## src/rtl/nco_quad_upconverter_if.sv

```systemverilog
// Stream bundle for the quadrature up-converter: sample input and product output.
// master drives in_* / out_ready; slave (the converter) drives in_ready / out_*.
interface nco_quad_upconverter_if #(
  parameter int DATA_W = 16
) ();

  logic                     in_valid;
  logic                     in_ready;
  logic signed [DATA_W-1:0] in_i;
  logic signed [DATA_W-1:0] in_q;

  logic                     out_valid;
  logic                     out_ready;
  logic signed [DATA_W+8:0] out_data;

  modport master (
    output in_valid,
    input  in_ready,
    output in_i,
    output in_q,
    input  out_valid,
    output out_ready,
    input  out_data
  );

  modport slave (
    input  in_valid,
    output in_ready,
    input  in_i,
    input  in_q,
    output out_valid,
    input  out_ready,
    output out_data
  );

endinterface

```

## src/rtl/nco_quad_upconverter.sv

```systemverilog
// NCO quadrature up-converter: y = I*cos - Q*sin over a 3-stage valid/ready pipeline.
// Ports: clk, rst_n, phase_inc/phase_clr, rom_index/rom_cos/rom_sin, bus (stream if).
module nco_quad_upconverter #(
  parameter int DATA_W  = 16,
  parameter int PHASE_W = 32
) (
  input  logic               clk,
  input  logic               rst_n,
  input  logic [PHASE_W-1:0] phase_inc,
  input  logic               phase_clr,
  output logic [7:0]         rom_index,
  input  logic signed [7:0]  rom_cos,
  input  logic signed [7:0]  rom_sin,
  nco_quad_upconverter_if.slave bus
);

  localparam int PW = DATA_W + 8;
  localparam int OW = DATA_W + 9;

  logic               en;
  logic               accept;
  logic [PHASE_W-1:0] phase_acc;
  logic [PHASE_W-1:0] phase_now;

  logic                     v1;
  logic signed [DATA_W-1:0] i1;
  logic signed [DATA_W-1:0] q1;
  logic signed [7:0]        c1;
  logic signed [7:0]        s1;

  logic          v2;
  logic [PW-1:0] p_i;
  logic [PW-1:0] p_q;

  logic [PW-1:0] i1x;
  logic [PW-1:0] q1x;
  logic [PW-1:0] c1x;
  logic [PW-1:0] s1x;
  logic [OW-1:0] diff;

  logic          ov;
  logic [OW-1:0] od;

  // A single enable freezes every stage whenever the head is blocked.
  assign en     = !ov || bus.out_ready;
  assign accept = bus.in_valid && en;

  assign bus.in_ready  = en;
  assign bus.out_valid = ov;
  assign bus.out_data  = od;

  assign phase_now = phase_clr ? '0 : phase_acc;
  assign rom_index = phase_now[PHASE_W-1 -: 8];

  always_ff @(posedge clk or negedge rst_n) begin
    if (!rst_n) begin
      phase_acc <= '0;
    end else if (accept) begin
      phase_acc <= phase_now + phase_inc;
    end else begin
      phase_acc <= phase_now;
    end
  end

  always_ff @(posedge clk or negedge rst_n) begin
    if (!rst_n) begin
      v1 <= 1'b0;
      i1 <= '0;
      q1 <= '0;
      c1 <= '0;
      s1 <= '0;
    end else if (en) begin
      v1 <= accept;
      i1 <= bus.in_i;
      q1 <= bus.in_q;
      c1 <= rom_cos;
      s1 <= rom_sin;
    end
  end

  // Sign-extend to the product width; the low PW bits of the
  // unsigned product are the exact signed product.
  assign i1x = {{8{i1[DATA_W-1]}}, i1};
  assign q1x = {{8{q1[DATA_W-1]}}, q1};
  assign c1x = {{DATA_W{c1[7]}}, c1};
  assign s1x = {{DATA_W{s1[7]}}, s1};

  always_ff @(posedge clk or negedge rst_n) begin
    if (!rst_n) begin
      v2  <= 1'b0;
      p_i <= '0;
      p_q <= '0;
    end else if (en) begin
      v2  <= v1;
      p_i <= i1x * c1x;
      p_q <= q1x * s1x;
    end
  end

  assign diff = {p_i[PW-1], p_i} - {p_q[PW-1], p_q};

  // The data register loads only real samples so it keeps
  // its last value across bubbles.
  always_ff @(posedge clk or negedge rst_n) begin
    if (!rst_n) begin
      ov <= 1'b0;
      od <= '0;
    end else if (en) begin
      ov <= v2;
      if (v2) begin
        od <= diff;
      end
    end
  end

endmodule

```

## src/flat_wrapper.sv

```systemverilog
// flat-port wrapper written by rule: the top's interface ports become plain ports
module nco_quad_upconverter_flat 
#(
  parameter int DATA_W  = 16,
  parameter int PHASE_W = 32
)
  (clk, rst_n, phase_inc, phase_clr, rom_index, rom_cos, rom_sin, bus_in_valid, bus_in_ready, bus_in_i, bus_in_q, bus_out_valid, bus_out_ready, bus_out_data);
  nco_quad_upconverter_if #(.DATA_W(DATA_W)) bus_i ();
  input  logic clk;
  input  logic rst_n;
  input  logic [PHASE_W-1:0] phase_inc;
  input  logic phase_clr;
  output logic [7:0] rom_index;
  input  logic signed [7:0] rom_cos;
  input  logic signed [7:0] rom_sin;
  input wire logic [$bits(bus_i.in_valid)-1:0] bus_in_valid;
  output wire logic [$bits(bus_i.in_ready)-1:0] bus_in_ready;
  input wire logic [$bits(bus_i.in_i)-1:0] bus_in_i;
  input wire logic [$bits(bus_i.in_q)-1:0] bus_in_q;
  output wire logic [$bits(bus_i.out_valid)-1:0] bus_out_valid;
  input wire logic [$bits(bus_i.out_ready)-1:0] bus_out_ready;
  output wire logic [$bits(bus_i.out_data)-1:0] bus_out_data;
  assign bus_i.in_valid = bus_in_valid;
  assign bus_in_ready = bus_i.in_ready;
  assign bus_i.in_i = bus_in_i;
  assign bus_i.in_q = bus_in_q;
  assign bus_out_valid = bus_i.out_valid;
  assign bus_i.out_ready = bus_out_ready;
  assign bus_out_data = bus_i.out_data;
  nco_quad_upconverter #(.DATA_W(DATA_W), .PHASE_W(PHASE_W)) u_core (.clk(clk), .rst_n(rst_n), .phase_inc(phase_inc), .phase_clr(phase_clr), .rom_index(rom_index), .rom_cos(rom_cos), .rom_sin(rom_sin), .bus(bus_i));
endmodule
```

## config.mk

```make
export PLATFORM = sky130hd
export DESIGN_NAME = nco_quad_upconverter_flat
export DESIGN_NICKNAME = d
export VERILOG_FILES = /design/src/rtl/nco_quad_upconverter_if.sv /design/src/rtl/nco_quad_upconverter.sv /design/src/flat_wrapper.sv
export SDC_FILE = /design/constraint.sdc
export NUM_CORES = 1
export LEC_CHECK = 0
export CAP_MARGIN = 10
export CORE_ASPECT_RATIO = 0.6
export CORE_MARGIN = 1.5
export CORE_UTILIZATION = 62
export DETAILED_ROUTE_END_ITERATION = 12
export PLACE_DENSITY_LB_ADDON = 0.2
export SLEW_MARGIN = 20
export SYNTH_ARGS = -nofsm -noshare
export SYNTH_HDL_FRONTEND = slang
export SYNTH_SLANG_ARGS = --single-unit
```

## constraint.sdc

```tcl
create_clock -name clk -period 6 [get_ports clk]
set_clock_uncertainty 0.05 [all_clocks]
set_input_delay 1.2 -clock clk [delete_from_list [all_inputs] [get_ports clk]]
set_output_delay 1.2 -clock clk [all_outputs]
set_load 0.005 [all_outputs]
```

==> flow_summary_export.csv, run 1 <==
group,metric,value,unit
run_status,outcome,"finished clean",
yosys,synthesis.nets,2431,
worst_setup_path,crit_type,"reg -> reg",
job,cap_violations,0,
cts,cts_tree,"done",
worst_setup_path,cp.required,6260,ps
sta,tightestPinTransition,946,ps
grt,grt_pass1_vias,13804,
worst_setup_path,cp.arrival,5630,ps
worst_setup_path,cp_common_cell,"fa_1",
worst_setup_path,max_stage_delay,720,ps
worst_setup_path,reg2reg_slack,630,ps
placement,gp_congestion,0.861,
floorplan,initial_utilization,63.2,%
cts,cts_resized,0,
worst_setup_path,endpoint_kind,"flop",
routing,drt_wl_total,38.8,mm
placement,dp_hpwl,30.0,mm
worst_setup_path,cp-start-kind,"flop",
cts,numClockSinks,156,
cts,clockBufferDepth,2,
worst_setup_path,crit_fanout,17,
floorplan,fp-row-count,47,
hold_path,worstHoldPathType,"reg -> reg",
grt,grt_pass1_wl,66.8,mm
yosys,synthesis.area,17500,um^2
routing,drt_iter0_drc,1006,
sta,tns,0,ps
sta,rsz0062_at_grt,"no",
sta,max_freq,0.186,GHz
worst_setup_path,crit_end,"u_core.p_q[23]",
routing,drc,0,
worst_setup_path,path_cells,"nand2_1 -> fa_1 -> fa_1 -> inv_1 -> fa_1 -> inv_1 -> fa_1 -> inv_1 -> ha_1 -> nor2b_1 -> o21ai_0 -> a311oi_2 -> a211oi_1 -> o31a_1 -> xnor2_1 -> o21ai_1",
cts,post_cts_buffers,0,
sta,setup_viol,0,
routing,first_pass_iters,5,
routing,vias,13566,
sta,timing.final.crit_share,89.5,%
cts,cts_root_buffer,"clkbuf_16",
cells_and_area,antenna_cells,0,
floorplan,die_y,133,um
yosys,ys_seq_area_share,22.3,%
worst_setup_path,reg2reg_to,"u_core.p_q[23]",
sta,hold_viol,0,
yosys,synth.distinct_cells,73,
routing,postRouteAntennaNets,0,
floorplan,dieArea,29300,um^2
routing,wl_per_cell,15.8,um
worst_setup_path,reg2reg_depth,16,
worst_setup_path,r2r-start,"u_core.s1[2]",
grt,overflow,0,
sta,finalCriticalPeriod,5370,ps
sta,maxSlewHeadroom,36.9,%
yosys,synth_top_flop_cell,"dfrtp_1",
cts,cts_htree_levels,4,
yosys,synth_edf_count,0,
floorplan,die_w,220,um
placement,io_buffers,119,
yosys,synth_area_per_cell,8.79,um^2
cells_and_area,drive_gt1_share,3.35,%
cts,clk_transition_reported_paths,70,ps
grt,antenna_found_initial,1,
cts,cts_buffers,17,
routing,viasPerCell,5.53,
yosys,yosysWarnings,0,
yosys,syn_inst,1993,
yosys,synth-seq-cells,156,
grt,grt_max_degree,97,
floorplan,core,27700,um^2
cts,ctsHoldBuffers,0,
floorplan,ios,120,
grt,track_usage,28.6,%
sta,drv_slew,0,
yosys,async_flop_share,100,%
cells_and_area,area_growth,12.1,%
cells_and_area,nets,2513,
worst_setup_path,slowest_stage,"dfrtp_1",
worst_setup_path,critPathLaunch,"u_core.s1[2]",
cts,clk_latency,460,ps
==> cell type report <==
type / instances / area, um^2
fill: 2071 / 8060
clock inverter: 13 / 189
sequential: 156 / 3900
tap: 367 / 459
timing repair buffer: 127 / 1250
clock buffer: 19 / 453
multi-input combinational: 1457 / 12200
inverter: 316 / 1190
==> synth_stat cells, types with 16 or more instances <==
cell type	instances	area (um^2)
a21o_1	31	233
a21oi_1	82	410
and2_1	173	1080
clkbuf_1	59	221
dfrtp_1	156	3900
fa_1	208	4160
ha_1	145	1810
inv_1	316	1190
nand2_1	322	1210
nand3_1	16	80.1
nor2_1	87	327
nor2b_1	45	282
o21ai_0	98	490
xnor2_1	51	447
xor2_1	42	368
==> logic make-up after synthesis <==
logic type      share of synthesized area, %
simple gates                            19.1
buf+inv                                 8.14
fa+ha+maj                               34.1
compound gates                          11.1
flops                                   22.3
xor+xnor                                4.65
mux                                    0.636
==> worst max-delay path, delay by kind of cell, from the launching register on <==
kind / cells / cell delay (ps)
buffers and inverters: 3 / 140
AND/OR/NAND/NOR: 2 / 300
AO/OA/AOI/OAI: 5 / 1540
flip-flops: 1 / 720
adder cells (fa/ha/maj): 5 / 2340
XOR/XNOR: 1 / 140
==> per-layer routing <==
metal | up-vias | GRT usage [%] | share of wire [%]
met5 | - | 0 | 0
met3 | 51 | 5.41 | 6.4
met2 | 420 | 43.4 | 45
met1 | 6651 | 42.3 | 47
li1 | 6444 | - | -
met4 | 0 | 7.75 | 1.8
==> placed cells by master (no fill, tap or decap), drive strengths merged, types with 3 or more instances in the layout <==
cell	count
nand2	322
inv	318
fa	208
and2	174
dfrtp	156
ha	145
clkdlybuf4s50	118
o21ai	106
nor2	87
a21oi	85
xnor2	51
nor2b	45
xor2	42
a21o	32
clkbuf	19
nand3	16
nand2b	13
nor3	13
o21a	10
mux2	9
buf	9
o21bai	7
a31oi	7
a211oi	6
nand4	6
o211ai	6
a211o	6
nor4	5
clkinvlp	5
o31ai	5
and3	4
bufinv	4
a311oi	4
a41oi	3
o41ai	3
and4	3
==> sequential cells by signal (all words and copies together), names as in the netlist, 8 cells and up <==
signal and flops:
u_core.phase_acc 32, u_core.bus.out_data 25, u_core.p_i 24, u_core.p_q 24
u_core.i1 16, u_core.q1 16, u_core.c1 8, u_core.s1 8
==> how the worst min path moves through the flow <==
stage                                 startpoint                endpoint  slack (ps)  cells past startpoint
after floorplan                    u_core.p_i[2]           u_core.p_i[2]         390                      2
after global placement    u_core.bus.out_data[8]  u_core.bus.out_data[8]         410                      2
after detailed placement  u_core.bus.out_data[8]  u_core.bus.out_data[8]         420                      2
after CTS                 u_core.bus.out_data[8]  u_core.bus.out_data[8]         440                      2
after global routing      u_core.bus.out_data[2]  u_core.bus.out_data[2]         460                      2
final                              u_core.p_i[8]           u_core.p_i[8]         440                      2
==> metrics by stage <==
stage	hold slack, ps	instance area (um^2)	worst slack, ps	util, %	instances
CTS	436	19600	687	70.9	2455
detailed placement	421	19000	706	68.6	2423
global placement	412	19000	918	68.6	2423
global route	456	19600	341	70.9	2455
floorplan	393	17500	1180	-	1993
finish	436	19600	628	70.9	2455
Power of run 1 is not shown: default switching activity piles up to over one toggle a cycle in this logic, so the estimate is an artifact.
==> run 2, diff against run 1 <==
GPL_ROUTABILITY_DRIVEN = 0   (was unset)
GPL_TIMING_DRIVEN = 0   (was unset)
==> run 2 against run 1 <==
Sequential cell count did not move. Final cell count is 2.2% higher. Non-clock buffer count increased by 55. Global-route usage increased by 4.4 points. Die area is the same. Register-to-register slack worse by 380 ps. Fmax is 6.6% lower.
==> flow_summary_export.csv, run 2 (synthesized netlist as in run 1, its figures left out) <==
group,metric,value,unit
routing,drt_iter0_drc,1421,
grt,grt_pass1_wl,74.6,mm
sta,rsz0062_at_grt,"no",
sta,drv_slew,0,
worst_setup_path,crit_fanout,10,
worst_setup_path,path_cells,"clkbuf_1 -> nand2_1 -> fa_1 -> fa_1 -> inv_1 -> fa_1 -> inv_1 -> fa_1 -> inv_1 -> ha_1 -> a21oi_1 -> nor2b_1 -> o41ai_1 -> a21oi_1 -> a21oi_1 -> o21ai_1 -> xor2_1 -> mux2_2",
worst_setup_path,max_stage_delay,590,ps
worst_setup_path,cp.arrival,6040,ps
cells_and_area,final_area,19800,um^2
cts,cts_root_buffer,"clkbuf_16",
grt,track_usage,33.0,%
cts,cts_htree_levels,4,
routing,viasPerCell,5.70,
sta,setup_viol,0,
cells_and_area,fillers,2116,
floorplan,initial_utilization,63.2,%
routing,drt_wl_total,45.1,mm
placement,io_buffers,119,
cts,cts_resized,0,
job,cap_violations,0,
run_status,outcome,"finished clean",
sta,timing.final.crit_share,95.9,%
worst_setup_path,cp_common_cell,"fa_1",
cells_and_area,mostFrequentLayoutCell,"nand2_1",
routing,vias,14307,
floorplan,fp-row-count,47,
floorplan,ios,120,
cells_and_area,fin_util,71.7,%
sta,max_freq,0.174,GHz
cells_and_area,nets,2568,
routing,drc,0,
grt,grt_pass1_vias,14500,
cells_and_area,drive_gt1_share,2.99,%
sta,tns,0,ps
placement,placed_area,19200,um^2
cts,clk_transition_reported_paths,70,ps
cts,ctsHoldBuffers,0,
grt,grt_max_degree,83,
worst_setup_path,slowest_stage,"dfrtp_1",
worst_setup_path,cp.required,6290,ps
cells_and_area,area_growth,13.3,%
floorplan,die_w,220,um
floorplan,die_y,133,um
cts,post_cts_buffers,0,
worst_setup_path,endpoint_kind,"flop",
sta,finalCriticalPeriod,5750,ps
cells_and_area,largest_register_ffs,32,
worst_setup_path,cp-start-kind,"flop",
placement,dp_hpwl,36.3,mm
grt,antenna_found_initial,1,
sta,hold_viol,0,
cts,clockBufferDepth,2,
cts,clk_latency,460,ps
cts,cts_tree,"done",
sta,maxSlewHeadroom,33.4,%
routing,wl_per_cell,18.0,um
floorplan,core,27700,um^2
cts,cts_buffers,17,
cts,numClockSinks,156,
cells_and_area,final_cell_mix,"322 x nand2_1, 316 x inv_1, 208 x fa_1",
grt,overflow,0,
hold_path,worstHoldPathType,"reg -> reg",
cells_and_area,top_register,"u_core.phase_acc",
routing,postRouteAntennaNets,0,
floorplan,dieArea,29300,um^2
worst_setup_path,crit_type,"reg -> reg",
sta,tightestPinTransition,1000,ps
routing,first_pass_iters,5,
run 2: cell count changes in the layout (fill, tap and decap cells not counted), sizes merged:
cell	delta
bufinv	+1
inv	-1
buf	-4
clkinvlp	-4
diode	+1
clkinv	+2
clkbuf	+60
run 2: final timing paths:
kind	slack [ps]	endpoint	cells after the start	from
max	250	u_core.p_q[16]	18	u_core.s1[6]
min	430	u_core.p_i[8]	2	u_core.p_i[8]
max reg2reg	250	u_core.p_q[16]	18	u_core.s1[6]
min reg2reg	430	u_core.p_i[8]	2	u_core.p_i[8]
max in group asynchronous	4380	u_core.phase_acc[3]	2	rst_n
min in group asynchronous	690	u_core.p_q[3]	1	rst_n
run 2: worst max-delay path: cells and delay by family (launching register included):
family / cells / cell delay (ps)
fa+ha+maj: 5 / 2230
compound gates: 5 / 1440
buf+inv: 4 / 650
flops: 1 / 590
simple gates: 2 / 260
mux: 1 / 260
xor+xnor: 1 / 150
run 2: stage by stage:
step / hold slack (ps) / std cells / setup slack, ps
2_1_floorplan: 393 / 1993 / 1180
3_3_place_gp: 404 / 2479 / -2770
3_5_place_dp: 414 / 2480 / 279
4_1_cts: 427 / 2511 / 210
5_1_grt: 453 / 2509 / 16.2
6_report: 430 / 2510 / 246
run 2: area by class of cell:
type                    instances  area (um^2)  share of cell area (%)
diodes                          1         2.50                  0.0126
plain buffers                  62          239                    1.20
clock buffers                  20          457                    2.30
clock inverters                11          190                   0.958
inverters                     316         1190                    5.98
multi-input cells            1457        12200                    61.4
flip-flops and latches        156         3900                    19.7
well taps                     367          459                    2.31
repair buffers                120         1220                    6.17
run 2: layer usage:
metal / up-vias / routed length, um / track usage [%]
li1: 6565 / - / -
met1: 7044 / 20000 / 48.0
met2: 631 / 19600 / 48.1
met3: 67 / 4530 / 9.68
met4: 0 / 971 / 9.30
met5: - / 0 / 0
Power of run 2 is left out for the same reason.
